**config.mk**
```make
export PLATFORM = sky130hd
export DESIGN_NAME = whack_button_conditioner_flat
export DESIGN_NICKNAME = d
export VERILOG_FILES = /design/src/rtl/whack_pkg.sv /design/src/rtl/whack_button_conditioner_if.sv /design/src/rtl/btn_debounce_ch.sv /design/src/rtl/whack_button_conditioner.sv /design/src/flat_wrapper.sv
export SDC_FILE = /design/constraint.sdc
export NUM_CORES = 1
export LEC_CHECK = 0
export ABC_AREA = 1
export BUFFER_PORTS_ARGS = -buffer_cell sky130_fd_sc_hd__buf_2
export CAP_MARGIN = 0
export CORE_MARGIN = 2
export CORE_UTILIZATION = 45
export DETAILED_ROUTE_END_ITERATION = 6
export PLACE_DENSITY = 0.71
export SYNTH_ARGS = -nofsm -noshare
export SYNTH_HDL_FRONTEND = slang
export SYNTH_SLANG_ARGS = --single-unit
```
**constraint.sdc**
```tcl
create_clock -name clk -period 2 [get_ports clk]
set_clock_uncertainty 0.05 [all_clocks]
set_input_delay 0.2 -clock clk [delete_from_list [all_inputs] [get_ports clk]]
set_output_delay 0.2 -clock clk [all_outputs]
set_load 0.02 [all_outputs]
```
**src/rtl/whack_pkg.sv**
```systemverilog
// Shared constants for the whack-a-mole datapath (button conditioner, game core,
// mole generator).
package whack_pkg;

  localparam int N_BTN            = 4;
  localparam int BTN_IDX_W        = 2;
  localparam int DEFAULT_DEBOUNCE = 4;

  typedef logic [N_BTN-1:0]     btn_vec_t;
  typedef logic [BTN_IDX_W-1:0] btn_idx_t;

endpackage

```
**src/rtl/whack_button_conditioner_if.sv**
```systemverilog
// Button-side bus of the conditioner: raw levels in, debounced levels, press
// pulses and the encoded hit out.
interface whack_button_conditioner_if;
  import whack_pkg::*;

  btn_vec_t btn_raw;
  btn_vec_t held;
  btn_vec_t press;
  logic     press_valid;
  btn_idx_t press_code;
  logic     multi_press;

  // The master side owns the buttons; the slave is the conditioner.
  modport master (
    output btn_raw,
    input  held, press, press_valid, press_code, multi_press
  );

  modport slave (
    input  btn_raw,
    output held, press, press_valid, press_code, multi_press
  );

endinterface

```
**src/rtl/btn_debounce_ch.sv**
```systemverilog
// One button channel: two-flop synchroniser, agreement counter, debounced level
// and a single-cycle pulse on each debounced rising edge.
module btn_debounce_ch #(
  parameter int DEBOUNCE_CYCLES = 4
) (
  input  logic clk,
  input  logic rst,
  input  logic raw,
  output logic held,
  output logic press
);

  localparam int              CNT_W = $clog2(DEBOUNCE_CYCLES + 1);
  localparam logic [CNT_W-1:0] LAST = CNT_W'(DEBOUNCE_CYCLES - 1);

  logic             sync1;
  logic             sync2;
  logic [CNT_W-1:0] cnt;

  // NOTE: every register here uses <= so all flops update from the values
  // present before the edge; blocking assignments would collapse the
  // synchroniser into a single stage.
  always_ff @(posedge clk) begin
    if (rst) begin
      sync1 <= 1'b0;
      sync2 <= 1'b0;
      cnt   <= '0;
      held  <= 1'b0;
      press <= 1'b0;
    end else begin
      sync1 <= raw;
      sync2 <= sync1;
      press <= 1'b0;
      if (sync2 == held) begin
        cnt <= '0;
      end else if (cnt == LAST) begin
        held  <= sync2;
        cnt   <= '0;
        press <= sync2;  // only a 0->1 flip raises the pulse
      end else begin
        cnt <= cnt + CNT_W'(1);
      end
    end
  end

endmodule

```
**src/rtl/whack_button_conditioner.sv**
```systemverilog
// Four-channel button front end: per-channel debounce plus a popcount-checked
// encoder so the game core sees one clean hit per physical press.
module whack_button_conditioner
  import whack_pkg::*;
#(
  parameter int DEBOUNCE_CYCLES = DEFAULT_DEBOUNCE
) (
  input  logic                        clk,
  input  logic                        rst,
  whack_button_conditioner_if.slave   bus
);

  localparam int POP_W = $clog2(N_BTN + 1);

  btn_vec_t   held_w;
  btn_vec_t   press_w;
  logic [POP_W-1:0] pop;
  btn_idx_t   idx;

  for (genvar i = 0; i < N_BTN; i++) begin : g_ch
    btn_debounce_ch #(
      .DEBOUNCE_CYCLES(DEBOUNCE_CYCLES)
    ) u_ch (
      .clk  (clk),
      .rst  (rst),
      .raw  (bus.btn_raw[i]),
      .held (held_w[i]),
      .press(press_w[i])
    );
  end

  // NOTE: defaults at the top of the block keep every path assigned, so no
  // latch is inferred for pop/idx.
  always_comb begin
    pop = '0;
    idx = '0;
    for (int i = 0; i < N_BTN; i++) begin
      if (press_w[i]) begin
        pop = pop + POP_W'(1);
        idx = BTN_IDX_W'(i);
      end
    end
  end

  assign bus.held        = held_w;
  assign bus.press       = press_w;
  assign bus.press_valid = (pop == POP_W'(1));
  assign bus.multi_press = (pop >= POP_W'(2));
  assign bus.press_code  = (pop == POP_W'(1)) ? idx : '0;

endmodule

```
**src/flat_wrapper.sv**
```systemverilog
// flat-port wrapper written by rule: the top's interface ports become plain ports
module whack_button_conditioner_flat import whack_pkg::*;
#(
  parameter int DEBOUNCE_CYCLES = DEFAULT_DEBOUNCE
)
  (clk, rst, bus_btn_raw, bus_held, bus_press, bus_press_valid, bus_press_code, bus_multi_press);
  whack_button_conditioner_if bus_i ();
  input  logic clk;
  input  logic rst;
  input wire logic [$bits(bus_i.btn_raw)-1:0] bus_btn_raw;
  output wire logic [$bits(bus_i.held)-1:0] bus_held;
  output wire logic [$bits(bus_i.press)-1:0] bus_press;
  output wire logic [$bits(bus_i.press_valid)-1:0] bus_press_valid;
  output wire logic [$bits(bus_i.press_code)-1:0] bus_press_code;
  output wire logic [$bits(bus_i.multi_press)-1:0] bus_multi_press;
  assign bus_i.btn_raw = bus_btn_raw;
  assign bus_held = bus_i.held;
  assign bus_press = bus_i.press;
  assign bus_press_valid = bus_i.press_valid;
  assign bus_press_code = bus_i.press_code;
  assign bus_multi_press = bus_i.multi_press;
  whack_button_conditioner #(.DEBOUNCE_CYCLES(DEBOUNCE_CYCLES)) u_core (.clk(clk), .rst(rst), .bus(bus_i));
endmodule
```
==> results of run 1 <==
## worst max-delay path, stage by stage (launching register included)
cell and delay, ns:
dfxtp_2 0.37, inv_2 0.05, ha_4 0.24, inv_2 0.05, nand2_2 0.05, buf_4 0.13, buf_4 0.12, buf_4 0.12
buf_4 0.12, nand3_1 0.08, nand2_2 0.11, nor3_4 0.21, buf_6 0.14
## power by group through the flow
stage               combinational (mW)  sequential, mW  clock [mW]
floorplan                       0.0184           0.584           0
global placement                0.0238           0.585           0
detailed placement              0.0252           0.585           0
CTS                             0.0252           0.573       0.228
global route                    0.0287           0.574       0.252
finish                          0.0245           0.573       0.214
## cell usage after synthesis
| master | count |
|---|---|
| buf_4 | 8 |
| or2_2 | 1 |
| ha_1 | 11 |
| or2_0 | 1 |
| o21ai_0 | 1 |
| dfxtp_1 | 28 |
| a211oi_1 | 3 |
| buf_2 | 2 |
| nor2_1 | 23 |
| nand3_1 | 4 |
| nand2_2 | 5 |
| inv_1 | 29 |
| nor3_1 | 1 |
| a21oi_1 | 7 |
| inv_2 | 2 |
| o211ai_1 | 3 |
| nand4_1 | 1 |
| nor3_2 | 2 |
| nand2_1 | 17 |
## stage by stage
step | std cells | power (mW) | utilization [%]
2_1_floorplan | 149 | 0.6024 | -
3_3_place_gp | 188 | 0.6085 | 52.23
3_5_place_dp | 188 | 0.6102 | 52.23
4_1_cts | 196 | 0.8258 | 55.70
5_1_grt | 196 | 0.8549 | 55.85
6_report | 196 | 0.8116 | 55.85
## worst min path at each step
stage               cells past startpoint                      start  slack (ns)                   endpoint
global route                            3             bus_btn_raw[2]        0.01  u_core.g_ch[2].u_ch.sync1
finish                                  3             bus_btn_raw[2]        0.02  u_core.g_ch[2].u_ch.sync1
CTS                                     3             bus_btn_raw[1]        0.01  u_core.g_ch[1].u_ch.sync1
global placement                        2  u_core.g_ch[1].u_ch.sync1        0.34  u_core.g_ch[1].u_ch.sync2
detailed placement                      2  u_core.g_ch[3].u_ch.sync1        0.35  u_core.g_ch[3].u_ch.sync2
floorplan                               2             bus_btn_raw[0]        0.26  u_core.g_ch[0].u_ch.sync1
## cell type report
cell class                      count  area share [%]
Timing Repair Buffer               24           11.10
Tap cell                           30           2.664
Inverter                           31           8.259
Sequential cell                    28           39.96
Multi-Input combinational cell     80           36.41
Clock buffer                        3           1.599
## kinds of logic (layout without fill, tap and decap cells)
group                      count (synthesis)  count (layout)
and+or+nand+nor                           55              55
buffers and inverters                     41              58
DFF                                       28              28
AOI/OAI and AO/OA                         14              14
adders and majority gates                 11              11
## per-layer routing
metal	vias to the layer above	share of wire, %	track usage, %	routed length [um]
li1	486	-	-	-
met1	375	45	14.78	817
met2	16	50	22.86	902
met3	2	4.4	3.023	79
met4	0	0.83	5.102	15
met5	-	0	0	0
## sequential cells by signal (all words and copies together), names as in the netlist
name / cells
u_core.g_ch.u_ch.held: 4
u_core.g_ch.u_ch.sync1: 4
u_core.g_ch.u_ch.sync2: 4
u_core.g_ch.u_ch.cnt: 12
u_core.g_ch.u_ch.press: 4
## timing repair
item,CTS,global route
pin swaps,3,1
setup endpoints to repair,4,4
gates resized for setup,7,1
setup buffers,5,0
==> out/qor.csv, run 1 <==
metric,value,unit
failing checks,setup timing,
Storage cell area,563.0,sq um
LEAKAGE,0.6651,nW
R2R setup slack,0.80,ns
RSZ-0062 raised after global routing,true,
area delta synth->final,15.96,%
crit path kind,reg -> out,
Die Ht,55.96,um
Int Pwr,0.6480,mW
share of layout cells above drive strength 1,27.71,%
Yosys top cell area share,46.14,%
antenna diode count,0,
largest family of logic cells by synthesized area,simple AND/OR/NAND/NOR gates,
"commonest non-fill, non-tap cell in the layout",dfxtp_1,
normalized max-slew margin,79.10,%
Sw Ratio,20.16,%
pre-CTS setup slack,-0.08022,ns
core area,2522,sq um
total of max-cap violations,0,
most frequent cells in the layout,"26 x dfxtp_1, 25 x inv_1, 22 x nor2_1, 17 x nand2_1, 14 x buf_2",
Compound-Gate Fraction of Synth Area,7.003,%
clk_lat worst skew,0.31,ns
Final setup viols,4,
Post-CTS Hold Fix Bufs,0,
Crit Reg-Reg Endpoint,u_core.g_ch[3].u_ch.cnt[1],
post-synthesis mux area share,0,%
GP Congestion,0.8838,
Die X-Extent,55.96,um
row count,18,
Synth Instances,149,
Port Buffers,17,
"Arr. time, crit path",2.09,ns
RR Startpoint,u_core.g_ch[3].u_ch.cnt[0],
fillers,239,
nature of the critical path endpoint,primary output,
htree depth,1,
Synth Net Count,166,
synthesized area per cell,8.154,sq um
setup tns final,-1.191,ns
multi-input logic area,513.0,sq um
Startpoint Class,register,
final worst slack,-0.3435,ns
largest net degree at the start of global routing,19,
Total Wirelength,1814,um
power per standard cell area,576.1,nW/um^2
Final Max Slew Viols,0,
Crit Path Max Fanout,3,
total track usage,12.88,%
detailed-route vias per instance,4.485,
top post-synthesis cells by area,"dfxtp_1 46%, ha_1 11%, inv_1 9.0%, nor2_1 7.1%, nand2_1 5.3%",
Clock Power Share,26.4,%
final net count,185,
Synth Cell Area,1215,sq um
Initial Utilization,48.16,%
Iter 0 DRT Violations,19,
DRT antenna net count,0,
fmax,0.4267,GHz
status,finished with violations,
Worst EP required,1.75,ns
CTS Buf Count,3,
combinational fraction of design power,3.0,%
vias in the first global route,803,
"Remaining Overflow, GRT",0,
NetSw,0.1636,mW
Yosys reg bits,28,
XOR/XNOR Fraction of Synth Area,0,%
initial antenna violation count,0,
CP Capture Point,bus_press_code[1],
Netlist cell types,19,
clock sink count,28,
Post-Synth Simple-Gate Area,20.19,%
"Reg clk slew, reported paths",0.14,ns
post-route cell area,1409,sq um
global-route wire length before repair,3208,um
"area leader, netlist",dfxtp_1,
fin crit period,2.343,ns
Post-route DRC,0,
Root Driver,clkbuf_4,
reg2reg path depth,5,
TritonCTS clock tree,yes,
Hold WC Path Type,in -> reg,
final hold violations,0,
CP startpoint,u_core.g_ch[0].u_ch.press,
IO Pins,18,
register area share after synthesis,46.14,%
synth warn,0,
Min Hold Slack,0.02139,ns
Die ar.,3132,sq um
Seq pwr share,70.6,%
Post-DP Area,1318,sq um
post-DP HPWL,1377,um
Max VDD drop,381.2,uV
Routed WL per cell,9.255,um
Vias,879,
Pre-antenna DRT Iters,4,
final period utilization,117.2,%
clk buf depth,2,
Slew @ Worst Pin,0.3135,ns
Post-Synth Adder-Cell Area,11.33,%
No activity file was read; power rests on OpenSTA's default activity.
==> run 2, diff against run 1 <==
==> constraint.sdc (replaced) <==
create_clock -name clk -period 2.5 [get_ports clk]
set_clock_uncertainty 0.05 [all_clocks]
set_input_delay 0.25 -clock clk [delete_from_list [all_inputs] [get_ports clk]]
set_output_delay 0.25 -clock clk [all_outputs]
set_load 0.02 [all_outputs]
==> out/qor.csv, run 2 (synthesized netlist as in run 1, its figures left out) <==
metric,value,unit,change
antenna diode count,0,,unchanged
core area,2522,sq um,unchanged
normalized max-slew margin,80.11,%,+1.0 points
initial antenna violation count,0,,unchanged
Worst EP required,2.20,ns,+0.45 ns
total of max-cap violations,0,,unchanged
"Reg clk slew, reported paths",0.14,ns,about the same
area delta synth->final,11.43,%,
Largest register FFs,12,,unchanged
Initial Utilization,48.16,%,unchanged
vias in the first global route,777,,-3.2%
post-DP HPWL,1402,um,+1.8%
Iter 0 DRT Violations,13,,-6
share of layout cells above drive strength 1,25.31,%,-2.4 points
"Arr. time, crit path",2.10,ns,about the same
Min Hold Slack,0.06137,ns,+0.03997 ns
Die Ht,55.96,um,unchanged
pre-CTS setup slack,0.3057,ns,+0.3859 ns
Routed WL per cell,9.391,um,+1.5%
final hold violations,0,,unchanged
detailed-route vias per instance,4.708,,+5.0%
global-route wire length before repair,3049,um,-5.0%
Crit Reg-Reg Endpoint,u_core.g_ch[1].u_ch.cnt[0],,
final period utilization,96.09,%,
Die X-Extent,55.96,um,unchanged
fin crit period,2.402,ns,
reg2reg path depth,5,,unchanged
Pre-antenna DRT Iters,4,,unchanged
status,completed,,
fmax,0.4163,GHz,
clock sink count,28,,unchanged
CP startpoint,u_core.g_ch[1].u_ch.press,,
CTS Buf Count,3,,unchanged
Final setup viols,0,,-4
Max VDD drop,310.8,uV,-18%
R2R setup slack,1.34,ns,+0.54 ns
final net count,180,,-2.7%
clk_lat worst skew,0.32,ns,about the same
htree depth,1,,unchanged
Slew @ Worst Pin,0.2984,ns,-0.01508 ns
fin cells,192,,-2.0%
LEAKAGE,0.6337,nW,-4.7%
final worst slack,0.09779,ns,+0.4413 ns
most frequent cells in the layout,"26 x inv_1, 26 x dfxtp_1, 23 x nor2_1, 17 x nand2_1, 15 x buf_2",,
"Remaining Overflow, GRT",0,,unchanged
power per standard cell area,510.3,nW/um^2,-11%
post-route cell area,1354,sq um,-3.9%
Post-DP Area,1267,sq um,-3.8%
RSZ-0062 raised after global routing,true,,
GP Congestion,0.9079,,+2.7%
crit path kind,reg -> out,,
nature of the critical path endpoint,primary output,,
Root Driver,clkbuf_4,,
Startpoint Class,register,,
RR Startpoint,u_core.g_ch[1].u_ch.cnt[0],,
Crit Path Max Fanout,4,,+1
TritonCTS clock tree,yes,,
Die ar.,3132,sq um,unchanged
largest reg by FF count,u_core.g_ch.u_ch.cnt,,
Final Max Slew Viols,0,,unchanged
row count,18,,unchanged
largest net degree at the start of global routing,19,,unchanged
Total Wirelength,1803,um,-0.61%
DRT antenna net count,0,,unchanged
Hold WC Path Type,in -> reg,,
IO Pins,18,,unchanged
Port Buffers,17,,unchanged
clk buf depth,2,,unchanged
CP Capture Point,bus_press_code[1],,
placed instance count,186,,-1.1%
Power Total,0.6908,mW,-15%
Vias,904,,+2.8%
Post-route DRC,0,,unchanged
total track usage,12.28,%,-0.60 points
==> run 2: changes by cell type in the layout (fill, tap and decap cells not counted), sizes merged <==
cell    change
clkbuf      +1
buf         -5
==> run 2: cell type report <==
cell class	instances	area [sq um]
timing repair buffer	19	105.1
inverter	31	116.4
fill	247	1169
multi-input combinational	80	495.5
clock buffer	4	36.28
tap	30	37.54
sequential	28	563.0
==> run 2: report_power, final <==
group	switching [mW]	internal, mW
sequential	0.00442	0.454
combinational	0.0119	0.00798
clock	0.123	0.0892
total	0.139	0.551
==> run 2: metrics by stage <==
stage | utilization, % | TNS [ns]
CTS | 52.28 | 0
finish | 53.67 | 0
detailed placement | 50.25 | 0
global route | 53.67 | -0.06796
global placement | 50.25 | 0
floorplan | - | 0
==> run 2: critical path, stage by stage (launching register included) <==
cell,delay (ns)
dfxtp_2,0.36
inv_1,0.06
ha_4,0.28
inv_2,0.03
nand2_2,0.06
nand2_2,0.07
inv_2,0.07
ha_4,0.19
or2_0,0.19
nand2_1,0.07
nand2_2,0.08
nor3_2,0.17
buf_4,0.16
==> run 2: repair_timing <==
action / in CTS / in global routing
hold buffers: 0 / 0
pin swaps: 0 / 7
setup endpoints to repair: 3 / 4
buffers inserted: 1 / 1
gates resized for setup: 4 / 6
==> run 2: worst min path at each step <==
stage / depth (start not counted) / end / from
2_1_floorplan: 2 / u_core.g_ch[0].u_ch.sync1 / bus_btn_raw[0]
3_5_place_dp: 2 / u_core.g_ch[2].u_ch.sync2 / u_core.g_ch[2].u_ch.sync1
6_report: 3 / u_core.g_ch[0].u_ch.sync1 / bus_btn_raw[0]
5_1_grt: 3 / u_core.g_ch[0].u_ch.sync1 / bus_btn_raw[0]
3_3_place_gp: 2 / u_core.g_ch[2].u_ch.sync2 / u_core.g_ch[2].u_ch.sync1
4_1_cts: 3 / u_core.g_ch[2].u_ch.sync1 / bus_btn_raw[2]
==> run 2: routing by layer <==
metal | up-vias | GRT usage [%] | routed length, um
li1 | 472 | - | -
met1 | 407 | 12.84 | 702
met2 | 20 | 21.85 | 954
met3 | 5 | 2.791 | 97
met4 | 0 | 7.823 | 48
met5 | - | 0 | 0
